**src/rtl/cache_pkg.sv**
```systemverilog
// Shared types and helpers for the data-cache line fill path.
package cache_pkg;

  localparam int LINE_BITS   = 128;
  localparam int OFFSET_BITS = 4;
  localparam int MAX_ADDR_W  = 64;

  typedef enum logic [2:0] {
    IDLE,
    WB_WAIT,
    WB,
    RD_WAIT,
    RD_CAP,
    RESP
  } fill_state_t;

  function automatic logic [MAX_ADDR_W-1:0] line_align(input logic [MAX_ADDR_W-1:0] addr);
    return {addr[MAX_ADDR_W-1:OFFSET_BITS], {OFFSET_BITS{1'b0}}};
  endfunction

endpackage

```
**src/rtl/mem_wait_counter.sv**
```systemverilog
// Down-counter modelling memory wait cycles; load sets it to MEM_LATENCY, dec stops at zero.
module mem_wait_counter #(
  parameter int MEM_LATENCY = 4
) (
  input  logic clk,
  input  logic rst_n,
  input  logic load,
  input  logic dec,
  output logic zero
);

  localparam int CNT_W = (MEM_LATENCY > 0) ? $clog2(MEM_LATENCY + 1) : 1;

  logic [CNT_W-1:0] cnt;

  always_ff @(posedge clk) begin
    if (!rst_n) begin
      cnt <= '0;
    end else if (load) begin
      cnt <= CNT_W'(MEM_LATENCY);
    end else if (dec && (cnt != '0)) begin
      cnt <= cnt - CNT_W'(1);
    end
  end

  assign zero = (cnt == '0);

endmodule

```
**src/rtl/cache_line_fill_ctrl.sv**
```systemverilog
// Data-cache miss handler: optional victim write-back, then line refill returned to the cache.
module cache_line_fill_ctrl
  import cache_pkg::*;
#(
  parameter int ADDRESS_WIDTH = 32,
  parameter int MEM_LATENCY   = 4
) (
  input  logic                     clk,
  input  logic                     rst_n,
  input  logic                     req_valid,
  output logic                     req_ready,
  input  logic [ADDRESS_WIDTH-1:0] req_addr,
  input  logic                     req_dirty,
  input  logic [ADDRESS_WIDTH-1:0] req_victim_addr,
  input  logic [LINE_BITS-1:0]     req_victim_data,
  output logic                     resp_valid,
  input  logic                     resp_ready,
  output logic [ADDRESS_WIDTH-1:0] resp_addr,
  output logic [LINE_BITS-1:0]     resp_data,
  output logic                     mem_we,
  output logic [ADDRESS_WIDTH-1:0] mem_write_addr,
  output logic [LINE_BITS-1:0]     mem_wd,
  output logic [ADDRESS_WIDTH-1:0] mem_read_addr,
  input  logic [LINE_BITS-1:0]     mem_rd
);

  fill_state_t state, state_nxt;
  logic        accept;
  logic        cnt_load;
  logic        cnt_dec;
  logic        cnt_zero;

  mem_wait_counter #(
    .MEM_LATENCY(MEM_LATENCY)
  ) u_wait_cnt (
    .clk  (clk),
    .rst_n(rst_n),
    .load (cnt_load),
    .dec  (cnt_dec),
    .zero (cnt_zero)
  );

  // The read wait is reloaded on entry to WB so the WB cycle itself counts as
  // the first read wait cycle; at MEM_LATENCY=0 WB then goes straight to RD_CAP.
  always_comb begin
    state_nxt = state;
    accept    = 1'b0;
    cnt_load  = 1'b0;
    cnt_dec   = 1'b0;
    unique case (state)
      IDLE: begin
        if (req_valid && req_ready) begin
          accept    = 1'b1;
          cnt_load  = 1'b1;
          state_nxt = req_dirty ? WB_WAIT : RD_WAIT;
        end
      end
      WB_WAIT: begin
        if (cnt_zero) begin
          cnt_load  = 1'b1;
          state_nxt = WB;
        end else begin
          cnt_dec = 1'b1;
        end
      end
      WB: begin
        cnt_dec   = !cnt_zero;
        state_nxt = cnt_zero ? RD_CAP : RD_WAIT;
      end
      RD_WAIT: begin
        if (cnt_zero) begin
          state_nxt = RD_CAP;
        end else begin
          cnt_dec = 1'b1;
        end
      end
      RD_CAP: state_nxt = RESP;
      RESP: begin
        if (resp_ready) begin
          state_nxt = IDLE;
        end
      end
      default: state_nxt = IDLE;
    endcase
  end

  always_ff @(posedge clk) begin
    if (!rst_n) begin
      state          <= IDLE;
      req_ready      <= 1'b1;
      resp_valid     <= 1'b0;
      resp_addr      <= '0;
      resp_data      <= '0;
      mem_we         <= 1'b0;
      mem_write_addr <= '0;
      mem_wd         <= '0;
      mem_read_addr  <= '0;
    end else begin
      state  <= state_nxt;
      mem_we <= (state_nxt == WB);
      if (accept) begin
        req_ready     <= 1'b0;
        mem_read_addr <= ADDRESS_WIDTH'(line_align(MAX_ADDR_W'(req_addr)));
        if (req_dirty) begin
          mem_write_addr <= ADDRESS_WIDTH'(line_align(MAX_ADDR_W'(req_victim_addr)));
          mem_wd         <= req_victim_data;
        end
      end
      if (state == RD_CAP) begin
        resp_valid <= 1'b1;
        resp_addr  <= mem_read_addr;
        resp_data  <= mem_rd;
      end
      if ((state == RESP) && resp_ready) begin
        resp_valid <= 1'b0;
        req_ready  <= 1'b1;
      end
    end
  end

endmodule
```
**config.mk**
```make
export PLATFORM = sky130hd
export DESIGN_NAME = cache_line_fill_ctrl
export DESIGN_NICKNAME = d
export VERILOG_FILES = /design/src/rtl/cache_pkg.sv /design/src/rtl/mem_wait_counter.sv /design/src/rtl/cache_line_fill_ctrl.sv
export SDC_FILE = /design/constraint.sdc
export NUM_CORES = 1
export LEC_CHECK = 0
export BUFFER_PORTS_ARGS = -buffer_cell sky130_fd_sc_hd__buf_4
export CORE_AREA = 3 3 267 269
export CTS_CLUSTER_DIAMETER = 40
export DETAILED_ROUTE_END_ITERATION = 6
export DIE_AREA = 0 0 270 272
export PLACE_DENSITY = 0.4
export RECOVER_POWER = 50
export SLEW_MARGIN = 20
export SYNTH_ARGS = -nofsm -noshare
export SYNTH_HDL_FRONTEND = slang
export SYNTH_HIERARCHICAL = 1
export SYNTH_SLANG_ARGS = --single-unit
```
**constraint.sdc**
```tcl
create_clock -name clk -period 1.85 [get_ports clk]
set_input_delay 0.0925 -clock clk [delete_from_list [all_inputs] [get_ports clk]]
set_output_delay 0.0925 -clock clk [all_outputs]
set_load 0.005 [all_outputs]
```
==> metrics <==
status finished, final reports clean; global-route wire length before repair 82.5 mm; vias per cell 3.95; CTS tree done; vias in the first global route 14.3k; Hold Path Class in2reg; Worst-Margin Slew 639 ps; final period utilization 0.894; starting density of the core 0.197; RSZ-0062 raised after global routing false; Routed Antenna Nets 0; clk slew on worst S/H paths 40 ps; DR pass1 iterations 5; clock sink count 349; Tot GR Track Use 0.141; count of cell types in the netlist 35; antenna violations before repair 3; full die area 73400 um^2; hpwl dp 38.4 mm; Area Growth Syn to Fin 81.3%; Synth top area share 0.515; async set-reset flop share out of synthesis 0; synth top area cells dfxtp_1, nand2_1, mux2i_1; port bufs 659; clk buf depth 3; Fin. Hold Viols 0; final clock skew 30.4 ps; core area 68800 um^2; Seq/Total Area, Yosys 0.515; synthesized flop and latch total 349; Die W 270 um; synth warn 6; Die H 272 um; setup_tns 0 ps; Max Slew Vio Count 0; final instance area 24600 um^2; initial DRC count 496; Post-Place Setup Slack 86.3 ps; largest net degree at the start of global routing 102; largest area contributor in the netlist dfxtp_1; wire length per cell 15.4 um; Setup violations, final 0; H-Tree Level Count 3; CTS Buf Count 78; number of max-cap violations 0; Slew Limit Headroom 0.574; leakage power total 9.90 nW; Nets 2844; Crit Path Class reg2reg; DP Area 19500 um^2; syn_area_per_cell 8.80 um^2; Post-Syn Instances 1540; Clock Tree Root clkbuf_16; clock latency on the worst-skew pair 600 ps; R2R setup slack 200 ps; global placement routability congestion 0.814; DRT Wirelength 53.9 mm; Peak VDD IR 0.648 mV; Startpoint Class flop; layout cells sized above 1 0.244; CP max FO 5; Power per Cell Area 1210 nW/um^2; Fmax 605 MHz; Most used DFF post-synth dfxtp_1; io pins 680; number of synthesized flops with an enable pin 0; CP Capture Type flop; cell with the most instances after synthesis nand2_1; Final min period 1650 ps; row count 96; Worst EP required 2320 ps; Worst Slack Setup Final 196 ps; DR vias 13.9k; Post-Syn Area 13600 um^2; DR DRC count 0; grt ovf 0; WP data arrival 2120 ps; Synth top cells by count nand2_1, dfxtp_1, mux2i_1
-- layout by cell type, fill, tap and decap left out, types with 2 or more instances in the layout --
| master | n |
|---|---|
| buf_12 | 17 |
| a21boi_0 | 89 |
| buf_4 | 337 |
| a21oi_1 | 4 |
| clkbuf_8 | 16 |
| bufinv_16 | 7 |
| clkbuf_4 | 134 |
| ha_1 | 2 |
| dfxtp_1 | 349 |
| clkinv_8 | 2 |
| dlygate4sd3_1 | 315 |
| a21boi_1 | 67 |
| clkbuf_1 | 218 |
| conb_1 | 12 |
| mux2i_1 | 184 |
| nand2b_1 | 2 |
| nor2_1 | 2 |
| nand3b_1 | 2 |
| nor2b_1 | 3 |
| o31a_1 | 2 |
| clkbuf_16 | 79 |
| clkinvlp_4 | 9 |
| inv_1 | 6 |
| clkinv_2 | 13 |
| nand2_1 | 681 |
-- area by class of cell --
type	instances	area, um^2
flip-flops and latches	349	6990
well taps	931	1160
inverters	6	22.5
diodes	1	2.50
clock buffers	104	2230
clock inverters	35	443
multi-input cells	1069	5900
repair buffers	1013	7830
fillers	7229	44200
-- sequential cells by signal (all words and copies together), names as in the netlist --
signal,cells
mem_wd,128
resp_data,128
mem_read_addr,28
mem_write_addr,28
resp_addr,28
state,3
u_wait_cnt/cnt,3
mem_we,1
req_ready,1
resp_valid,1
-- report_power, final --
group	switching [W]	total (W)	internal, W
logic	0.00339	0.00657	0.00318
registers	0.000657	0.00938	0.00872
clock network	0.00448	0.0139	0.00941
-- cell families (layout without fill, tap and decap cells) --
logic type	after synthesis	after routing	synth area share
AO/OA/AOI/OAI	169	169	0.0934
adder cells (fa/ha/maj)	2	2	0.00185
buffers and inverters	133	1158	0.0540
flip-flops	349	349	0.515
multiplexers	184	184	0.136
other	1	13	0.000277
AND/OR/NAND/NOR	702	702	0.199
-- routing by layer --
layer	vias up	global-route usage	routed length, um
met5	-	0	27
met3	89	0.0615	5230
met1	6293	0.159	21800
met4	4	0.0400	1150
li1	6922	-	-
met2	542	0.241	25700
-- worst paths after layout --
path,start,to,cells past startpoint
max,u_wait_cnt/cnt[0],u_wait_cnt/cnt[1],8
min,req_valid,u_wait_cnt/cnt[2],4
max reg2reg,u_wait_cnt/cnt[0],u_wait_cnt/cnt[1],8
min reg2reg,resp_data[96],resp_data[96],2
-- worst max-delay path, stage by stage, from the launching register on --
cell	delay, ps
dfxtp_1	300
inv_1	70
ha_1	240
nand2b_4	100
inv_1	60
buf_4	140
a31o_2	210
nand2b_1	150
a311oi_1	270
-- metrics by stage --
| stage | total power, W | std cells | util | hold slack [ps] |
|---|---|---|---|---|
| final | 0.0298 | 3508 | 0.357 | 65.7 |
| after global routing | 0.0315 | 3508 | 0.357 | 76.0 |
| after CTS | 0.0310 | 3504 | 0.368 | 57.9 |
| after detailed placement | 0.0162 | 3050 | 0.283 | 350 |
| after global placement | 0.0161 | 3050 | 0.283 | 341 |
| after floorplan | 0.0127 | 1551 | - | 220 |
-- what timing repair did --
item	CTS	global route
hold endpoints to repair	321	0
hold buffers	315	0
setup endpoints to repair	0	2
resized for setup	0	1
setup buffers	0	3
(Power assumes the default switching activity.)
